<file path="config.mk">
export PLATFORM = sky130hd
export DESIGN_NAME = sram_bus_arbiter
export DESIGN_NICKNAME = d
export VERILOG_FILES = /design/src/rtl/sram_bus_pkg.sv /design/src/rtl/sram_channel.sv /design/src/rtl/sram_bus_arbiter.sv
export SDC_FILE = /design/constraint.sdc
export NUM_CORES = 1
export LEC_CHECK = 0
export BUFFER_PORTS_ARGS = -buffer_cell sky130_fd_sc_hd__buf_2
export CAP_MARGIN = 10
export CORE_ASPECT_RATIO = 0.6
export CORE_MARGIN = 2
export CORE_UTILIZATION = 44
export DETAILED_ROUTE_END_ITERATION = 16
export PLACE_DENSITY = 0.78
export SLEW_MARGIN = 30
export SYNTH_ARGS = -nofsm -noshare
export SYNTH_HDL_FRONTEND = slang
export SYNTH_SLANG_ARGS = --single-unit
export TNS_END_PERCENT = 5
</file>
<file path="constraint.sdc">
create_clock -name clk -period 2.4 [get_ports clk]
set_input_delay 0.24 -clock clk [delete_from_list [all_inputs] [get_ports clk]]
set_output_delay 0.24 -clock clk [all_outputs]
set_load 0.005 [all_outputs]
</file>
<file path="src/rtl/sram_bus_pkg.sv">
// Shared constants and types for the SRAM bus arbiter and its per-SRAM channels.
// UART register addresses, channel FSM states, port ownership and the latched request record.
package sram_bus_pkg;

  localparam logic [31:0] UART_DATA = 32'hbfd003f8;
  localparam logic [31:0] UART_STAT = 32'hbfd003fc;

  typedef enum logic [1:0] {IDLE, ACCESS, DONE} chan_state_t;
  typedef enum logic {INST, DATA} owner_t;

  typedef struct packed {
    logic [19:0] waddr;
    logic [31:0] wdata;
    logic [3:0]  be;
    logic        we;
    owner_t      owner;
  } chan_req_t;

endpackage

</file>
<file path="src/rtl/sram_channel.sv">
// One SRAM access engine: latches a granted request, drives WAIT_CYCLES of strobes, then a 1-cycle DONE.
// Latency WAIT_CYCLES+2 cycles per access; a new grant is only taken in IDLE, so requesters wait for ready.
module sram_channel
  import sram_bus_pkg::*;
#(
  parameter int WAIT_CYCLES = 2
) (
  input  logic        clk,
  input  logic        resetn,
  input  logic        grant_i,
  input  chan_req_t   req_i,
  input  logic [31:0] ram_rdata_i,
  output logic        idle_o,
  output logic        done_o,
  output owner_t      owner_o,
  output logic [31:0] rdata_o,
  output logic [19:0] ram_addr_o,
  output logic [31:0] ram_wdata_o,
  output logic        ram_oe_o,
  output logic        ram_ce_n_o,
  output logic        ram_oe_n_o,
  output logic        ram_we_n_o,
  output logic [3:0]  ram_be_n_o
);

  localparam int CW = (WAIT_CYCLES > 1) ? $clog2(WAIT_CYCLES) : 1;

  chan_state_t   state_q, state_d;
  logic [CW-1:0] cnt_q, cnt_d;
  chan_req_t     req_q, req_d;
  logic [31:0]   rdata_q, rdata_d;
  logic          access, last_cyc, wr;

  always_ff @(posedge clk or negedge resetn) begin
    if (!resetn) begin
      state_q <= IDLE;
      cnt_q   <= '0;
      req_q   <= '0;
      rdata_q <= '0;
    end else begin
      state_q <= state_d;
      cnt_q   <= cnt_d;
      req_q   <= req_d;
      rdata_q <= rdata_d;
    end
  end

  always_comb begin
    state_d = state_q;
    cnt_d   = cnt_q;
    req_d   = req_q;
    rdata_d = rdata_q;
    case (state_q)
      IDLE: begin
        if (grant_i) begin
          state_d = ACCESS;
          cnt_d   = CW'(WAIT_CYCLES - 1);
          req_d   = req_i;
        end
      end
      ACCESS: begin
        if (cnt_q == '0) begin
          state_d = DONE;
          if (!req_q.we) rdata_d = ram_rdata_i;
        end else begin
          cnt_d = cnt_q - CW'(1);
        end
      end
      DONE:    state_d = IDLE;
      default: state_d = IDLE;
    endcase
  end

  assign access   = (state_q == ACCESS);
  assign last_cyc = (cnt_q == '0);
  assign wr       = access & req_q.we;

  // we_n releases one cycle early so data and address stay valid past the write edge.
  assign ram_ce_n_o  = ~access;
  assign ram_oe_n_o  = ~(access & ~req_q.we);
  assign ram_we_n_o  = ~(wr & ~last_cyc);
  assign ram_oe_o    = wr;
  // Reads enable all byte lanes; writes use the requested lanes.
  assign ram_be_n_o  = !access ? 4'hf : (req_q.we ? ~req_q.be : 4'h0);
  assign ram_addr_o  = req_q.waddr;
  assign ram_wdata_o = req_q.wdata;

  assign idle_o  = (state_q == IDLE);
  assign done_o  = (state_q == DONE);
  assign owner_o = req_q.owner;
  assign rdata_o = rdata_q;

endmodule

</file>
<file path="src/rtl/sram_bus_arbiter.sv">
// Shares base_ram/ext_ram between IF and MEM ports, routes UART addresses, returns one-cycle ready pulses.
// SRAM latency WAIT_CYCLES+2 per access; UART completes on uart_ack; ungranted ports see ready=0 and must hold.
module sram_bus_arbiter
  import sram_bus_pkg::chan_req_t, sram_bus_pkg::owner_t, sram_bus_pkg::INST, sram_bus_pkg::DATA;
#(
  parameter int          WAIT_CYCLES = 2,
  parameter logic [31:0] UART_DATA   = sram_bus_pkg::UART_DATA,
  parameter logic [31:0] UART_STAT   = sram_bus_pkg::UART_STAT
) (
  input  logic        clk,
  input  logic        resetn,
  input  logic        inst_req,
  input  logic [31:0] inst_addr,
  output logic [31:0] inst_rdata,
  output logic        inst_ready,
  input  logic        data_req,
  input  logic        data_we,
  input  logic [3:0]  data_be,
  input  logic [31:0] data_addr,
  input  logic [31:0] data_wdata,
  output logic [31:0] data_rdata,
  output logic        data_ready,
  output logic        uart_req,
  output logic        uart_we,
  output logic        uart_sel,
  output logic [31:0] uart_wdata,
  input  logic [31:0] uart_rdata,
  input  logic        uart_ack,
  output logic [19:0] base_ram_addr,
  output logic [31:0] base_ram_wdata,
  input  logic [31:0] base_ram_rdata,
  output logic        base_ram_oe,
  output logic        base_ram_ce_n,
  output logic        base_ram_oe_n,
  output logic        base_ram_we_n,
  output logic [3:0]  base_ram_be_n,
  output logic [19:0] ext_ram_addr,
  output logic [31:0] ext_ram_wdata,
  input  logic [31:0] ext_ram_rdata,
  output logic        ext_ram_oe,
  output logic        ext_ram_ce_n,
  output logic        ext_ram_oe_n,
  output logic        ext_ram_we_n,
  output logic [3:0]  ext_ram_be_n
);

  logic        uart_hit, data_sram, done_q, uart_done;
  logic [1:0]  inst_tgt, data_tgt, grant, gdata, idle, done, inst_hit, data_hit;
  owner_t      lg_q [2];
  owner_t      lg_d [2];
  owner_t      owner [2];
  chan_req_t   creq [2];
  logic [31:0] rdata [2];
  logic        unused_inst_bits;

  assign uart_hit  = (data_addr == UART_DATA) || (data_addr == UART_STAT);
  assign data_sram = data_req & ~uart_hit;
  // Bit 0 = base_ram, bit 1 = ext_ram.
  assign inst_tgt  = {inst_req & inst_addr[22], inst_req & ~inst_addr[22]};
  assign data_tgt  = {data_sram & data_addr[22], data_sram & ~data_addr[22]};
  assign unused_inst_bits = ^{inst_addr[31:23], inst_addr[1:0]};

  // On contention the port that did not win last time goes first.
  always_comb begin
    for (int c = 0; c < 2; c++) begin
      grant[c] = 1'b0;
      gdata[c] = 1'b0;
      lg_d[c]  = lg_q[c];
      if (idle[c] && (inst_tgt[c] || data_tgt[c])) begin
        grant[c] = 1'b1;
        gdata[c] = data_tgt[c] && (!inst_tgt[c] || lg_q[c] == INST);
        lg_d[c]  = gdata[c] ? DATA : INST;
      end
      creq[c] = gdata[c] ? '{waddr: data_addr[21:2], wdata: data_wdata, be: data_be, we: data_we, owner: DATA}
                         : '{waddr: inst_addr[21:2], wdata: 32'h0, be: 4'hf, we: 1'b0, owner: INST};
    end
  end

  always_ff @(posedge clk or negedge resetn) begin
    if (!resetn) begin
      lg_q[0] <= INST;
      lg_q[1] <= INST;
      done_q  <= 1'b0;
    end else begin
      lg_q[0] <= lg_d[0];
      lg_q[1] <= lg_d[1];
      done_q  <= uart_done;
    end
  end

  sram_channel #(.WAIT_CYCLES(WAIT_CYCLES)) u_base (
    .clk(clk), .resetn(resetn), .grant_i(grant[0]), .req_i(creq[0]), .ram_rdata_i(base_ram_rdata),
    .idle_o(idle[0]), .done_o(done[0]), .owner_o(owner[0]), .rdata_o(rdata[0]),
    .ram_addr_o(base_ram_addr), .ram_wdata_o(base_ram_wdata), .ram_oe_o(base_ram_oe),
    .ram_ce_n_o(base_ram_ce_n), .ram_oe_n_o(base_ram_oe_n), .ram_we_n_o(base_ram_we_n),
    .ram_be_n_o(base_ram_be_n)
  );

  sram_channel #(.WAIT_CYCLES(WAIT_CYCLES)) u_ext (
    .clk(clk), .resetn(resetn), .grant_i(grant[1]), .req_i(creq[1]), .ram_rdata_i(ext_ram_rdata),
    .idle_o(idle[1]), .done_o(done[1]), .owner_o(owner[1]), .rdata_o(rdata[1]),
    .ram_addr_o(ext_ram_addr), .ram_wdata_o(ext_ram_wdata), .ram_oe_o(ext_ram_oe),
    .ram_ce_n_o(ext_ram_ce_n), .ram_oe_n_o(ext_ram_oe_n), .ram_we_n_o(ext_ram_we_n),
    .ram_be_n_o(ext_ram_be_n)
  );

  // done_q suppresses a second UART access while MEM still holds the request after its ready.
  assign uart_req   = data_req & uart_hit & ~done_q;
  assign uart_we    = data_we;
  assign uart_sel   = (data_addr == UART_STAT);
  assign uart_wdata = data_wdata;
  assign uart_done  = uart_req & uart_ack;

  assign inst_hit   = {done[1] && owner[1] == INST, done[0] && owner[0] == INST};
  assign data_hit   = {done[1] && owner[1] == DATA, done[0] && owner[0] == DATA};
  assign inst_ready = |inst_hit;
  assign inst_rdata = inst_hit[0] ? rdata[0] : (inst_hit[1] ? rdata[1] : 32'h0);
  assign data_ready = (|data_hit) | uart_done;
  assign data_rdata = uart_done ? uart_rdata :
                      (data_hit[0] ? rdata[0] : (data_hit[1] ? rdata[1] : 32'h0));

endmodule

</file>
Word level (Yosys, flattened, before mapping)
Cells that the tools add are included. W data, S select, Z words.

Bits of input ports: 202. Output and inout port bits: 221. Logic and storage cells: 124. Register bits: 189.

Muxes and demuxes: 29. Equal/unequal tests: 10. Bitwise operators: 35. Reductions and logical operators: 29. Add/sub/neg operators: 2.

Operators with widths (count): $mux W32 (5); $mux W58 (2); $eq A32 B32 Y1 const B (2); $not A1 Y1 (18); $mux W4 (4); $and A1 B1 Y1 (14); $reduce_and A2 Y1 (6); $mux W1 (10); $logic_and A1 B1 Y1 (8); $mux W2 (4); $not A4 Y4 (2); $pmux W2 S2 (2); $reduce_and A3 Y1 (2); $logic_or A1 B1 Y1 (5); $eq A2 B1 Y1 const B (2); $eq A2 B2 Y1 const B (2); $logic_not A2 Y1 (2); $ne A2 B1 Y1 const B (2); $ne A2 B2 Y1 const B (2); $pmux W1 S2 (2); $reduce_bool A2 Y1 (2); $reduce_or A2 Y1 (2); $logic_not A1 Y1 (2); $sub A1 B1 Y1 const B (2); $or A1 B1 Y1 (1).

Longest topological paths before layout
Depth after elaboration: 10. Mapped depth: 7. Depth with buffers taken out: 5.

Modules after synthesis
A second synthesis with hierarchy kept.

Cells, all modules: 910. Area, all modules: 10691.5 um^2.

By module, submodules not included: sram_channel (sequential area each 2327.2 um^2, cells each 263, area an instance 3926.3 um^2, instances 2); sram_bus_arbiter (sequential area each 75.1 um^2, cells each 384, area an instance 2839.0 um^2, instances 1).

Worst setup path before layout
Ideal clock, no wire load.

Kind: in2out. Start: input port data_addr[17]. End: output port data_rdata[0]. Buffers on the path: 2. Data required time: 2.160 ns. Stages on the path: 7. Arrival time: 2.267 ns. Setup slack: -0.107 ns. Path through: or4b_1 > or4_4 > nor2_1 > and4b_1 > buf_2 > buf_4 > mux2_2.

Word-level cells in the longest chain between the ends: 6. Elaborated cells between the ends (all ways): 7. Classes of those cells: eq/ne: 2; mux: 1; bitwise: 3; reduce/logical: 1.

RTL lines: start, declared (line sram_bus_arbiter.sv:19) `input logic [31:0] data_addr,`; $eq A32 B32 Y1 (line sram_bus_arbiter.sv:56) `assign uart_hit = (data_addr == UART_DATA) || (data_addr == UART_STAT);`; $logic_or A1 B1 Y1 (*) (line sram_bus_arbiter.sv:56); $and A1 B1 Y1 (*) (2 in series) (line sram_bus_arbiter.sv:108) `assign uart_req = data_req & uart_hit & ~done_q;`; $and A1 B1 Y1 (*) (line sram_bus_arbiter.sv:112) `assign uart_done = uart_req & uart_ack;`; $mux W32 (*) (line sram_bus_arbiter.sv:119) `assign data_rdata = uart_done ? uart_rdata :`; end, declared (line sram_bus_arbiter.sv:21) `output logic [31:0] data_rdata,`.

Every way passes the cells marked *; elsewhere a longest branch is shown, timed or not.

Final worst setup path
Start: input port data_addr[18]. End: output port data_rdata[22].

The elaborated chain is that of the path after synthesis.

==> summary.txt <==
Worst setup path
  – Most frequent cell on the critical path: buf_2
  – Crit Path Class: primary input to primary output
  – Cell depth of the worst setup path: 8
  – Crit path DAT: 2.61 ns
  – Crit. End Element: primary output
  – Worst setup path startpoint: data_addr[18]
  – R2R cell count: 5
  – CP max stage delay: 0.56 ns
  – R2r startpoint: lg_q[0]$_DFFE_PN0P_
  – Crit-path max FO: 34
  – Worst EP required: 2.16 ns
  – Startpoint Class: primary input
  – Buf/Inv on CP: 3
  – Slowest cell on crit path: or4b_4
  – Crit-path leading delay family: simple AND/OR/NAND/NOR gates
  – Cell chain of the critical path: buf_2, or4b_4, or4_4, nor2_2, and4b_2, buf_12, mux2_2, buf_2

Floorplan
  – FP Rows: 42
  – Die Height: 119 um
  – Die area: 23400 sq um
  – DIE WIDTH: 196 um
  – Core box area: 21900 sq um
  – Initial Utilization: 44.5%
  – I/O pin count: 423

Logic synthesis
  – Most common cell in the netlist: dfrtp_1
  – Ranking of synthesized cells by area: dfrtp_1 (48%), mux2_2 (13%), buf_4 (11%)
  – Avg Cell Area, Syn: 11.3 sq um
  – Post-Synthesis Cells: 867
  – Number of synthesized register bits: 189
  – Top_reg_cell synth: dfrtp_1
  – Async SR Flop Fraction: 100%
  – Mapped Area: 9760 sq um
  – Number of synthesized flops with an enable pin: 0
  – Share of the synthesized area in the top cell type: 48.5%
  – Post-synth top area cell: dfrtp_1
  – Warnings, synthesis: 0
  – Sequential fraction of the synthesis area: 48.5%
  – Synth Net Count: 1069
  – Netlist cell types: 40
  – Commonest cells in the netlist: dfrtp_1 (189), buf_4 (142), mux2_2 (116), nand2_1 (104), a22o_1 (97)

Clocking
  – CTS tree: yes
  – Total setup buffers inserted after CTS: 0
  – Max H-tree Level: 4
  – CTS max path bufs: 2
  – Worst-Skew Late Latency: 0.44 ns
  – Reg clk slew, reported paths: 0.08 ns
  – Root Buffer: clkbuf_16
  – CTS Sinks: 189
  – TritonCTS buffer count: 17

Global routing
  – Number of global-route vias before repair: 7569
  – Global-route wire length before repair: 42400 um
  – Initial antenna violation count: 0
  – Gr usage total: 23.4%
  – Grt ovf: 0
  – Largest net degree at the start of global routing: 61

Final layout
  – Share of layout cells above drive strength 1: 53.8%
  – Register area: 4730 sq um
  – Diodes inserted: 0
  – Area grow syn2layout: 22.0%
  – # fillers: 1945
  – Nets: 1341
  – Multi-input gate area: 3760 sq um

Timing
  – Clock skew: 0.0163 ns
  – Fmax: 351 MHz
  – Period minus WS final: 2.85 ns
  – Final Slew Violations: 0
  – Fin crit share: 119%
  – Hold Slack: 0.0289 ns
  – Final Hold Viols: 0
  – Setup slack after layout: -0.448 ns
  – RSZ-0062 raised after global routing: yes
  – Worst-Margin Slew: 0.519 ns
  – Slew HR: 65.4%
  – Final setup vio count: 33

Drt
  – Drt first pass iters: 4
  – Routed Antenna Nets: 0
  – Met2 routed WL: 13000 um
  – Vias per cell: 5.21
  – Met1 Wirelength: 12300 um
  – First-iteration detailed-routing DRC count: 395
  – DR WL met3: 1890 um
  – Max layer used: met4
  – DR WL/cell: 19.1 um
  – DRT Wirelength: 27500 um
  – Routed vias: 7480
  – Drt drc: 0

Flow run
  – Max cap viols: 0

Hold path
  – Hold WC Path Type: primary input to flip-flop
  – Min-Delay Startpoint: ext_ram_rdata[17]
  – Hold Path Depth: 2

Run status
  – Status: complete, but fails checks
  – Failing checks: setup timing

Power and ir drop
  – Maximum vdd drop: 0.510 mV
  – P per Cell Area: 1180 nW/um^2
  – Overall Power: 14100 uW
  – Leak: 0.00627 uW

Place
  – Hpwl dp: 20200 um
  – Routability cong.: 0.802
  – Place WS: -0.508 ns
  – Buffers on Ports: 411
## per-stage QoR
step / cells / setup TNS, ns / utilization, % / area (sq um)
after detailed placement: 1405 / -33.77 / 51.6 / 11300
final: 1437 / -13.62 / 54.3 / 11900
after global placement: 1405 / -29.43 / 51.6 / 11300
after floorplan: 867 / -1.28 / - / 9780
after CTS: 1437 / -13.46 / 54.3 / 11900
after global routing: 1437 / -16.18 / 54.3 / 11900
## layer usage
| layer | up-vias | GRT usage, % |
|---|---|---|
| li1 | 3444 | - |
| met1 | 3704 | 32.4 |
| met2 | 303 | 37.1 |
| met3 | 29 | 5.72 |
| met4 | 0 | 5.68 |
| met5 | - | 0 |
## path summary, 6_finish.rpt
check                                                         end  slack [ns]
min in group asynchronous           u_ext.rdata_o[21]$_DFFE_PN0P_        0.33
worst min register to register  u_base.ram_addr_o[10]$_DFFE_PN0P_        0.48
worst max-delay path                               data_rdata[22]       -0.45
max in group asynchronous        u_ext.ram_addr_o[10]$_DFFE_PN0P_        1.33
worst min-delay path                u_ext.rdata_o[17]$_DFFE_PN0P_        0.03
worst max register to register   u_ext.ram_addr_o[19]$_DFFE_PN0P_        0.26
## cells by family (layout without fill, tap and decap cells)
family                 count (synthesis)  after routing  synth area share [%]
AND/OR/NAND/NOR                      144            144                  6.54
AO/OA/AOI/OAI                        174            174                  13.0
flip-flops                           189            189                  48.5
buffers and inverters                204            488                  13.6
multiplexers                         156            156                  18.4
## where the power goes
group | total (uW) | leakage (uW) | internal [uW] | switching (uW)
registers | 5690 | 0.00232 | 4690 | 1000
clock network | 2810 | 0.000284 | 1470 | 1340
logic | 5580 | 0.00367 | 2910 | 2670
## sequential cells by signal, summed over array words and instances, names as in the netlist
name and count:
u_base.cnt_q 1, u_ext.req_q 5, u_base.ram_wdata_o 32, u_base.state_q 2, u_base.owner_o 1, u_base.rdata_o 32, u_base.ram_addr_o 20, u_ext.cnt_q 1
u_base.req_q 5, u_ext.state_q 2, u_ext.rdata_o 32, u_ext.owner_o 1, u_ext.ram_addr_o 20, u_ext.ram_wdata_o 32, done_q 1, lg_q 2
## cell usage in the layout (no fill, tap or decap), types with 2 or more instances in the layout
cell type  instances
a21o_1             2
a21oi_1           36
a22o_1            97
a22oi_1            4
and3_1             2
buf_12             9
buf_2            410
buf_4             22
clkbuf_16         17
clkinv_4           5
dfrtp_1          189
inv_1             14
inv_8              4
mux2_1             2
mux2_2           116
mux2_4            18
mux2i_1           20
nand2_1          104
nand2b_1           2
nand3_1            3
nand4_1            2
nor2_1            10
nor2_2             2
nor2b_1            3
nor3_2             2
nor4_1             2
nor4bb_1           2
o21ai_0           29
## worst reg2reg max path: stages, from the launching register on
cell     delay (ns)
dfrtp_1        0.38
and3_1         0.18
nor4_1         0.34
o21a_4         0.48
mux2_1         0.38
mux2_2         0.26
## final cells by class
cell class                      count  area share (%)
Clock buffer                       17            3.57
Clock inverter                     14            1.31
Inverter                           14           0.441
Multi-Input combinational cell    474            31.6
Sequential cell                   189            39.7
Tap cell                          286            3.01
Timing Repair Buffer              443            20.3
## repair_timing
item                                    in CTS  in global routing
resized for setup                            2                  0
hold buffers                                 1                  0
endpoints found under the hold margin       56                  0
cloned                                       0                  0
endpoints found under the setup margin      33                 33
Note: power is estimated with default switching activity, not from simulation.
